## src/rtl/panda_risc_v_pre_dcd_stage.sv

```systemverilog
// Pre-decode stage: per-lane RV32 pre-decode of a fetch bundle, first-jump
// detection with static target computation, and a small output buffer.
module panda_risc_v_pre_dcd_stage #(
    parameter int INST_N    = 2,
    parameter int EN_RV32M  = 1,
    parameter int BUF_DEPTH = 2
) (
    input  logic                  clk,
    input  logic                  rst,
    input  logic                  flush,
    input  logic                  s_valid,
    output logic                  s_ready,
    input  logic [31:0]           s_pc,
    input  logic [32*INST_N-1:0]  s_inst,
    input  logic [INST_N-1:0]     s_lane_vld,
    output logic                  m_valid,
    input  logic                  m_ready,
    output logic [31:0]           m_pc,
    output logic [INST_N-1:0]     m_lane_vld,
    output logic [64*INST_N-1:0]  m_msg,
    output logic [INST_N-1:0]     m_illegal,
    output logic                  m_jmp_found,
    output logic [1:0]            m_jmp_lane,
    output logic [31:0]           m_jmp_tgt
);

    localparam logic [6:0] OP_LUI    = 7'b0110111;
    localparam logic [6:0] OP_AUIPC  = 7'b0010111;
    localparam logic [6:0] OP_JAL    = 7'b1101111;
    localparam logic [6:0] OP_JALR   = 7'b1100111;
    localparam logic [6:0] OP_BRANCH = 7'b1100011;
    localparam logic [6:0] OP_LOAD   = 7'b0000011;
    localparam logic [6:0] OP_STORE  = 7'b0100011;
    localparam logic [6:0] OP_IMM    = 7'b0010011;
    localparam logic [6:0] OP_REG    = 7'b0110011;
    localparam logic [6:0] OP_FENCE  = 7'b0001111;
    localparam logic [6:0] OP_SYSTEM = 7'b1110011;

    localparam logic       M_EN    = (EN_RV32M != 0);
    localparam logic [1:0] DEPTH_L = 2'(BUF_DEPTH);

    // Message bit positions of the jump flags
    localparam int MSG_B    = 8;
    localparam int MSG_JAL  = 7;
    localparam int MSG_JALR = 6;

    typedef struct packed {
        logic        illegal;
        logic [63:0] msg;
    } lane_dec_t;

    typedef struct packed {
        logic [31:0]          pc;
        logic [INST_N-1:0]    lane_vld;
        logic [64*INST_N-1:0] msg;
        logic [INST_N-1:0]    illegal;
        logic                 jmp_found;
        logic [1:0]           jmp_lane;
        logic [31:0]          jmp_tgt;
    } bundle_t;

    function automatic logic signed [20:0] j_imm(input logic [31:0] inst);
        return $signed({inst[31], inst[19:12], inst[20], inst[30:21], 1'b0});
    endfunction

    function automatic logic signed [20:0] i_imm(input logic [31:0] inst);
        return $signed({{9{inst[31]}}, inst[31:20]});
    endfunction

    function automatic logic signed [20:0] b_imm(input logic [31:0] inst);
        return $signed({{8{inst[31]}}, inst[31], inst[7], inst[30:25], inst[11:8], 1'b0});
    endfunction

    // Single-lane pre-decode: flags, register usage, jump offset, legality
    function automatic lane_dec_t pre_decode(input logic [31:0] inst);
        logic [6:0]         op;
        logic [2:0]         f3;
        logic [6:0]         f7;
        logic               legal;
        logic               rs1_vld, rs2_vld, rd_vld;
        logic               is_b, is_jal, is_jalr, is_csr_rw;
        logic               is_load, is_store, is_mul, is_div, is_rem;
        logic [11:0]        csr_addr;
        logic signed [20:0] ofs;
        lane_dec_t          res;

        op        = inst[6:0];
        f3        = inst[14:12];
        f7        = inst[31:25];
        legal     = 1'b0;
        rs1_vld   = 1'b0;
        rs2_vld   = 1'b0;
        rd_vld    = 1'b0;
        is_b      = 1'b0;
        is_jal    = 1'b0;
        is_jalr   = 1'b0;
        is_csr_rw = 1'b0;
        is_load   = 1'b0;
        is_store  = 1'b0;
        is_mul    = 1'b0;
        is_div    = 1'b0;
        is_rem    = 1'b0;
        csr_addr  = 12'd0;
        ofs       = '0;

        case (op)
            OP_LUI, OP_AUIPC: begin
                legal  = 1'b1;
                rd_vld = 1'b1;
            end
            OP_JAL: begin
                legal  = 1'b1;
                rd_vld = 1'b1;
                is_jal = 1'b1;
                ofs    = j_imm(inst);
            end
            OP_JALR: begin
                legal   = (f3 == 3'b000);
                rs1_vld = 1'b1;
                rd_vld  = 1'b1;
                is_jalr = 1'b1;
                ofs     = i_imm(inst);
            end
            OP_BRANCH: begin
                legal   = (f3 != 3'b010) && (f3 != 3'b011);
                rs1_vld = 1'b1;
                rs2_vld = 1'b1;
                is_b    = 1'b1;
                ofs     = b_imm(inst);
            end
            OP_LOAD: begin
                legal   = (f3 != 3'b011) && (f3 != 3'b110) && (f3 != 3'b111);
                rs1_vld = 1'b1;
                rd_vld  = 1'b1;
                is_load = 1'b1;
            end
            OP_STORE: begin
                legal    = (f3 == 3'b000) || (f3 == 3'b001) || (f3 == 3'b010);
                rs1_vld  = 1'b1;
                rs2_vld  = 1'b1;
                is_store = 1'b1;
            end
            OP_IMM: begin
                // Shifts carry a funct7 that must be a known pattern
                if (f3 == 3'b001)
                    legal = (f7 == 7'b0000000);
                else if (f3 == 3'b101)
                    legal = (f7 == 7'b0000000) || (f7 == 7'b0100000);
                else
                    legal = 1'b1;
                rs1_vld = 1'b1;
                rd_vld  = 1'b1;
            end
            OP_REG: begin
                if (f7 == 7'b0000000)
                    legal = 1'b1;
                else if (f7 == 7'b0100000)
                    legal = (f3 == 3'b000) || (f3 == 3'b101);
                else if (f7 == 7'b0000001)
                    legal = M_EN;
                rs1_vld = 1'b1;
                rs2_vld = 1'b1;
                rd_vld  = 1'b1;
                is_mul  = M_EN & inst[25] & ~inst[14];
                is_div  = M_EN & inst[25] & (inst[14:13] == 2'b10);
                is_rem  = M_EN & inst[25] & (inst[14:13] == 2'b11);
            end
            OP_FENCE: begin
                legal = (f3 == 3'b000) || (f3 == 3'b001);
            end
            OP_SYSTEM: begin
                is_csr_rw = (f3 != 3'b000);
                if (f3 != 3'b000)
                    csr_addr = inst[31:20];
                if (f3 == 3'b000) begin
                    // ecall, ebreak, mret, wfi
                    legal = (inst == 32'h0000_0073) || (inst == 32'h0010_0073) ||
                            (inst == 32'h3020_0073) || (inst == 32'h1050_0073);
                end else if (f3 == 3'b100) begin
                    legal = 1'b0;
                end else begin
                    legal   = 1'b1;
                    rs1_vld = ~f3[2];
                    rd_vld  = 1'b1;
                end
            end
            default: legal = 1'b0;
        endcase

        res.illegal = ~legal;
        res.msg     = {19'd0, csr_addr, rs1_vld, rs2_vld, rd_vld, ofs,
                       is_b, is_jal, is_jalr, is_csr_rw, is_load, is_store,
                       is_mul, is_div, is_rem};
        return res;
    endfunction

    // ---- stage p0: combinational pre-decode of the incoming bundle ----
    lane_dec_t          lane_dec_p0 [INST_N];
    bundle_t            dec_p0;
    logic               jmp_found_p0;
    logic [1:0]         jmp_lane_p0;
    logic               jmp_is_jalr_p0;
    logic signed [20:0] jmp_imm_p0;
    logic signed [31:0] jmp_ofs_p0;

    // Decode every lane independently
    always_comb begin
        for (int i = 0; i < INST_N; i++)
            lane_dec_p0[i] = pre_decode(s_inst[32*i +: 32]);
    end

    // Find the first valid jump, trim later lanes and compute its target
    always_comb begin
        dec_p0         = '0;
        jmp_found_p0   = 1'b0;
        jmp_lane_p0    = 2'd0;
        jmp_is_jalr_p0 = 1'b0;
        jmp_imm_p0     = '0;
        jmp_ofs_p0     = '0;
        // Scan downward so the lowest matching lane wins
        for (int i = INST_N - 1; i >= 0; i--) begin
            if (s_lane_vld[i] && (lane_dec_p0[i].msg[MSG_B] || lane_dec_p0[i].msg[MSG_JAL] ||
                                  lane_dec_p0[i].msg[MSG_JALR])) begin
                jmp_found_p0   = 1'b1;
                jmp_lane_p0    = 2'(i);
                jmp_is_jalr_p0 = lane_dec_p0[i].msg[MSG_JALR];
                jmp_imm_p0     = $signed(lane_dec_p0[i].msg[29:9]);
            end
        end
        jmp_ofs_p0 = {{11{jmp_imm_p0[20]}}, jmp_imm_p0};

        dec_p0.pc        = s_pc;
        dec_p0.jmp_found = jmp_found_p0;
        dec_p0.jmp_lane  = jmp_lane_p0;
        // JALR targets depend on a register value and are resolved later
        if (jmp_found_p0 && !jmp_is_jalr_p0)
            dec_p0.jmp_tgt = s_pc + {28'd0, jmp_lane_p0, 2'b00} + $unsigned(jmp_ofs_p0);
        for (int i = 0; i < INST_N; i++) begin
            dec_p0.msg[64*i +: 64] = lane_dec_p0[i].msg;
            dec_p0.illegal[i]      = lane_dec_p0[i].illegal & s_lane_vld[i];
            dec_p0.lane_vld[i]     = s_lane_vld[i] & (~jmp_found_p0 || (i <= int'(jmp_lane_p0)));
        end
    end

    // ---- stage p1: output buffer ----
    // Storage is always two entries; a depth-1 buffer simply never advances its pointers.
    bundle_t    buf_p1 [2];
    bundle_t    out_p1;
    logic [1:0] count_p1;
    logic [1:0] count_nxt;
    logic       wr_ptr_p1;
    logic       rd_ptr_p1;
    logic       push;
    logic       pop;

    function automatic logic ptr_inc(input logic p);
        return (BUF_DEPTH == 2) ? ~p : 1'b0;
    endfunction

    assign m_valid   = (count_p1 != 2'd0);
    assign push      = s_valid & s_ready & ~flush;
    assign pop       = m_valid & m_ready;
    assign count_nxt = count_p1 + {1'b0, push} - {1'b0, pop};

    // Buffer control: occupancy, pointers and the registered ready
    always_ff @(posedge clk or posedge rst) begin
        if (rst) begin
            count_p1  <= 2'd0;
            wr_ptr_p1 <= 1'b0;
            rd_ptr_p1 <= 1'b0;
            s_ready   <= 1'b0;
        end else if (flush) begin
            count_p1  <= 2'd0;
            wr_ptr_p1 <= 1'b0;
            rd_ptr_p1 <= 1'b0;
            s_ready   <= 1'b1;
        end else begin
            count_p1 <= count_nxt;
            if (push)
                wr_ptr_p1 <= ptr_inc(wr_ptr_p1);
            if (pop)
                rd_ptr_p1 <= ptr_inc(rd_ptr_p1);
            // Ready looks at next occupancy, so a full buffer popped now reopens next cycle
            s_ready <= (count_nxt < DEPTH_L);
        end
    end

    // Buffer storage; contents are only visible while counted as occupied
    always_ff @(posedge clk) begin
        if (push)
            buf_p1[wr_ptr_p1] <= dec_p0;
    end

    // Zero the outputs whenever nothing is buffered
    always_comb begin
        out_p1 = '0;
        if (m_valid)
            out_p1 = buf_p1[rd_ptr_p1];
    end

    assign m_pc        = out_p1.pc;
    assign m_lane_vld  = out_p1.lane_vld;
    assign m_msg       = out_p1.msg;
    assign m_illegal   = out_p1.illegal;
    assign m_jmp_found = out_p1.jmp_found;
    assign m_jmp_lane  = out_p1.jmp_lane;
    assign m_jmp_tgt   = out_p1.jmp_tgt;

endmodule

```

## config.mk

```make
export PLATFORM = sky130hd
export DESIGN_NAME = panda_risc_v_pre_dcd_stage
export DESIGN_NICKNAME = d
export VERILOG_FILES = /design/src/rtl/panda_risc_v_pre_dcd_stage.sv
export SDC_FILE = /design/constraint.sdc
export NUM_CORES = 1
export LEC_CHECK = 0
export ABC_AREA = 1
export BUFFER_PORTS_ARGS = -buffer_cell sky130_fd_sc_hd__buf_2
export CAP_MARGIN = 20
export CELL_PAD_IN_SITES_DETAIL_PLACEMENT = 0
export CELL_PAD_IN_SITES_GLOBAL_PLACEMENT = 2
export CORE_UTILIZATION = 35
export DETAILED_ROUTE_END_ITERATION = 6
export GPL_TIMING_DRIVEN = 0
export PLACE_DENSITY = 0.91
export SLEW_MARGIN = 5
export SYNTH_ARGS = -nofsm -noshare
export SYNTH_HDL_FRONTEND = slang
export SYNTH_SLANG_ARGS = --single-unit
```

## constraint.sdc

```tcl
create_clock -name clk -period 8.55 [get_ports clk]
set_input_delay 1.71 -clock clk [delete_from_list [all_inputs] [get_ports clk]]
set_output_delay 1.71 -clock clk [all_outputs]
set_load 0.02 [all_outputs]
```

After elaboration in Yosys (flattened, before gate mapping)
Memories as Yosys holds them, arrays and structs flattened. Cells that the tools add are included.

Register bits after elaboration: 5. Latch bits: 0. Bits in writable memories: 322. Memory bits (read-only): 0. Input bits: 103. Word-level logic and storage cells: 201. Memories kept: 1.

$add $sub $neg: 4. Multipliers: 0. Div/mod/pow operators: 0. Magnitude comparators: 2. Eq/ne operators: 54. Shift operators: 0. Multiplexer cells: 70. Bitwise gates (word level): 20. Reduce and logical (&&, ||, !) cells: 46.

Memory list: buf_p1 (depth 2, bits a word 161, read ports 1, clocked after Yosys merged registers in 0, wr ports 1, RTL line 247) `bundle_t buf_p1 [2];`.

Operators by type and width (number): $mux W199 (1); $pmux W21 S3 (2); $eq A32 B21 Y1 const B (2); $eq A32 B29 Y1 const B (2); $eq A32 B30 Y1 const B (2); $eq A32 B7 Y1 const B (2); $eq A7 B6 Y1 const B (8); $eq A7 B7 Y1 const B (8); $mux W1 (52); $mux W12 (4); $mux W21 (2); $add A32 B32 Y32 (1); $add A32 B4 Y32 (1); $mux W32 (1); $eq A7 B5 Y1 const B (4); $logic_or A1 B1 Y1 (19); $pmux W1 S9 (2); $eq A7 B1 Y1 const B (2); $eq A7 B2 Y1 const B (2); $eq A7 B4 Y1 const B (2); $logic_not A7 Y1 (2); $reduce_or A7 Y1 (2); $and A1 B1 Y1 (12); $eq A3 B3 Y1 const B (4); other kinds (19) (57).

Longest topological paths before layout
Word-level depth: 10. Depth in mapped cells: 25.

Least setup slack after synthesis
Ideal clock, no wire load.

Path kind: input-to-reg. Start: input flush. End: memory buf_p1[0][0] (netlist bit), enable pin. Library setup time: 683 ps. Arrival: 8574 ps. Required time: 7867 ps. Path slack: -707 ps. Cell stages on the path: 3. Path buffers: 0. Cell sequence: inv_1 > nand3_1 > nor2_1.

Longest elaborated chain between the ends: 4.

RTL lines: start, declared (RTL line 10) `input logic flush,`; $not A1 Y1 (RTL line 261) `assign push = s_valid & s_ready & ~flush;`; $and A1 B1 Y1 (RTL line 261); $mux W1 (RTL line 290) `if (push)`; $mux W1 (not written as such) (RTL line 291) `buf_p1[wr_ptr_p1] <= dec_p0;`; end, declared (RTL line 247).

No other way between the ends.

==> results by group <==
Critical path
  • Worst EP required: 8940 ps
  • RR Startpoint: s_ready$_DFF_PP0_
  • Worst-path cell chain: buf_2 > nand2_1 > nor2_4 > nand2_1 > inv_2 > nand2_1 > o22ai_1 > a22o_1 > ha_1 > ha_1 > fa_1 > nand3_1 > nand3_1 > nand2_1 > nand2_1 > nand2_1 > nand2_1 > nand2_1 > nand2_1 > nand2_1 > nand2_1 > nor2_1
  • R2R depth: 5
  • Critical Path Start: s_inst[33]
  • Setup crit end: buf_p1[1][21]$_DFFE_PP_
  • CP startpoint kind: input port
  • Critical path arrival: 5610 ps
  • Crit Path Category: in -> reg
  • Slowest CP cell: o22ai_1
  • R2R setup slack: 6310 ps
  • Critical path peak fanout: 6
  • Worst R2R End: buf_p1[0][70]$_DFFE_PP_
  • Setup crit end kind: flop
  • CP peak stage delay: 550 ps
  • Most frequent CP cell: nand2_1

Placement
  • Port Buffers: 261
  • Dpl cells: 2687
  • Routability congestion estimate: 0.905
  • Post-DP HPWL: 42000 µm
  • Placed instance area: 19200 µm²

Layout
  • P&R area growth vs syn: 22.3%
  • NumNets Final: 2287
  • Layout fillers: 4576
  • Finished Layout Cells: 2757
  • Share of layout cells above drive strength 1: 19.4%
  • Final instance area: 20400 µm²

Die
  • Chip width: 220 µm
  • Core ar.: 46900 µm²
  • Die Area: 48600 µm²
  • # IOs: 304
  • DIE HEIGHT: 220 µm
  • FP Rows: 79
  • Starting density of the core: 35.6%

Run status
  • Violations in the final reports: design-rule violations
  • Status: complete, but fails checks

Clocking
  • H-tree depth: 2
  • Postcts setup bufs: 0
  • CTS root buf: clkbuf_16
  • Clock sink total: 325
  • Clk buf depth: 3
  • Post_cts resized: 0
  • Latest clock arrival within the worst-skew pair: 570 ps
  • # hold bufs at CTS: 0
  • Inserted Clock Buffers: 38
  • Clk pin slew, worst setup/hold paths: 60 ps
  • CTS tree: built

Global routing
  • Initial antenna violation count: 2
  • Vias in the first global route: 13.1k
  • GRT Residual Overflow: 0
  • Pin count of the biggest net entering global routing: 30
  • Global-route wire length before repair: 78300 µm
  • Tot GR Track Use: 22.1%

Detailed routing
  • Via count: 13.6k
  • DRT iter0 DRCs: 1012
  • WL per Instance: 19.6 µm
  • Avg Vias per Cell: 4.93
  • Post-Route WL: 54000 µm
  • Post-route ant nets: 0
  • Drc violations: 22
  • DR pass1 iterations: 7

STA
  • Setup TNS: 0 ps
  • Slew margin rel.: 35.9%
  • Slew Viols, Final: 0
  • Worst Tran Pin Value: 961 ps
  • Hold Fails Final Rpt: 0
  • Final Skew: 15.7 ps
  • Post-route clock period utilization: 61.1%
  • Max Clk Rate: 0.191 GHz
  • # setup viols final: 0
  • Final critical-path required period: 5220 ps
  • RSZ-0062 raised after global routing: false

Run
  • Max-cap check violation count: 0

Power and ir drop
  • Leakage power figure: 9.07 nW
  • Clock share of power: 29.1%
  • Logic gate share of total power: 35.9%
  • P_sw: 2.16 mW
  • Int Pwr: 3.31 mW
  • Peak supply drop: 0.186 mV
  • Pwr/cell area: 268 nW/µm²
  • Flop pwr share: 35.0%
  • Sw Share: 39.5%

Logic synthesis
  • Ys flop type: edfxtp_1
  • Syn. warnings: 0
  • #FFs+latches synth: 325
  • Sequential fraction of the synthesis area: 58.3%
  • Syn Area/Cell: 9.45 µm²
  • Number of distinct library cells after synthesis: 45
  • Synth Instances: 1768
  • Cell Area, Synth: 16700 µm²
  • EDFF count, synth: 320
  • Async SR Flop Fraction: 1.54%

Worst hold path
  • Worst hold start: s_ready$_DFF_PP0_
  • Min-delay worst type: reg -> reg
  • WHS Path Cells: 3
## registers in the layout, summed over array words and instances (netlist names)
register   flops
rd_ptr_p1      1
wr_ptr_p1      1
s_ready        1
count_p1       2
buf_p1       320
## per-stage QoR
stage	hold slack (ps)	worst slack [ps]	total power [mW]	util, %
final	587	3330	5.47	43.6
after global routing	598	2940	5.73	43.6
after CTS	581	3350	5.53	43.6
after detailed placement	570	2770	3.94	41.0
after global placement	504	-4870	3.94	40.4
after floorplan	483	-707	3.11	-
## Yosys cell counts (4+ instances only)
library cell    n  area share (%)
nor3_1         21            0.63
xnor2_1         7            0.37
a22o_2          8            0.48
buf_4          40             1.8
nand3_1        59             1.8
ha_1           62             4.6
a22o_1          4            0.21
clkbuf_1       51             1.1
o21ai_0        38             1.1
nor2_1        160             3.6
nand2_1       558              13
o22ai_1        11            0.41
nand4_1         8            0.30
a21oi_1       205             6.1
nand2_2         5            0.19
buf_2           5            0.15
o21ai_2         5            0.26
o21bai_1        4            0.18
dfrtp_1         5            0.75
inv_1         147             3.3
edfxtp_1      320              58
a21oi_2         4            0.21
## cell type report
class / instances / area (µm²) / area share, %
Sequential cell: 325 / 9730 / 47.7
Timing Repair Buffer: 274 / 1590 / 7.78
Antenna cell: 1 / 2.50 / 0.0123
Clock inverter: 23 / 229 / 1.12
Multi-Input combinational cell: 1229 / 5990 / 29.3
Inverter: 151 / 572 / 2.80
Buffer: 101 / 567 / 2.78
Tap cell: 607 / 759 / 3.72
Clock buffer: 46 / 981 / 4.80
## power groups by stage
| stage | logic [mW] | clock network (mW) | registers, mW |
|---|---|---|---|
| after floorplan | 1.12 | 0 | 1.98 |
| after detailed placement | 1.99 | 0 | 1.95 |
| after CTS | 2.00 | 1.62 | 1.92 |
| final | 1.96 | 1.59 | 1.92 |
| after global routing | 2.13 | 1.67 | 1.93 |
| after global placement | 1.93 | 0 | 2.01 |
## how the worst min path moves through the flow
| stage | end | slack, ps |
|---|---|---|
| floorplan | wr_ptr_p1$_DFFE_PP0P_ | 480 |
| global placement | wr_ptr_p1$_DFFE_PP0P_ | 500 |
| detailed placement | wr_ptr_p1$_DFFE_PP0P_ | 570 |
| CTS | wr_ptr_p1$_DFFE_PP0P_ | 580 |
| global route | wr_ptr_p1$_DFFE_PP0P_ | 600 |
| finish | wr_ptr_p1$_DFFE_PP0P_ | 590 |
## critical path: cells and delay by family
kind / cells / cell delay, ps
AND/OR/NAND/NOR: 15 / 1880
buffers and inverters: 2 / 200
adder cells (fa/ha/maj): 3 / 1010
AO/OA/AOI/OAI: 2 / 800
## placed cells by master (no fill, tap or decap), types with 7 or more instances in the layout
master     instances
edfxtp_1         320
clkinv_2           7
clkbuf_16         38
xnor2_1            7
nor2_1           158
conb_1            39
nand3_1           59
nand2_1          558
o21ai_0           38
clkinv_1           8
a21oi_1          205
inv_1            147
nor3_1            21
clkbuf_1          59
a22o_2             8
buf_4             40
ha_1              62
buf_2            266
o22ai_1           11
nand4_1            8
buf_12             9
## metal layers
layer | wire [µm] | track usage, %
met4 | 1910 | 8.55
met1 | 22500 | 27.9
met5 | 17 | 0
met3 | 3010 | 3.30
met2 | 26600 | 37.9
## cell families after synthesis
group	after synthesis	share of synthesized area, %
and+or+nand+nor	831	20.1
xor gates and xnor gates	7	0.367
DFF	325	58.3
AOI/OAI and AO/OA	288	9.50
adders and majority gates	64	4.88
buffers and inverters	252	6.82
other	1	0.0225
(Power assumes the default switching activity.)
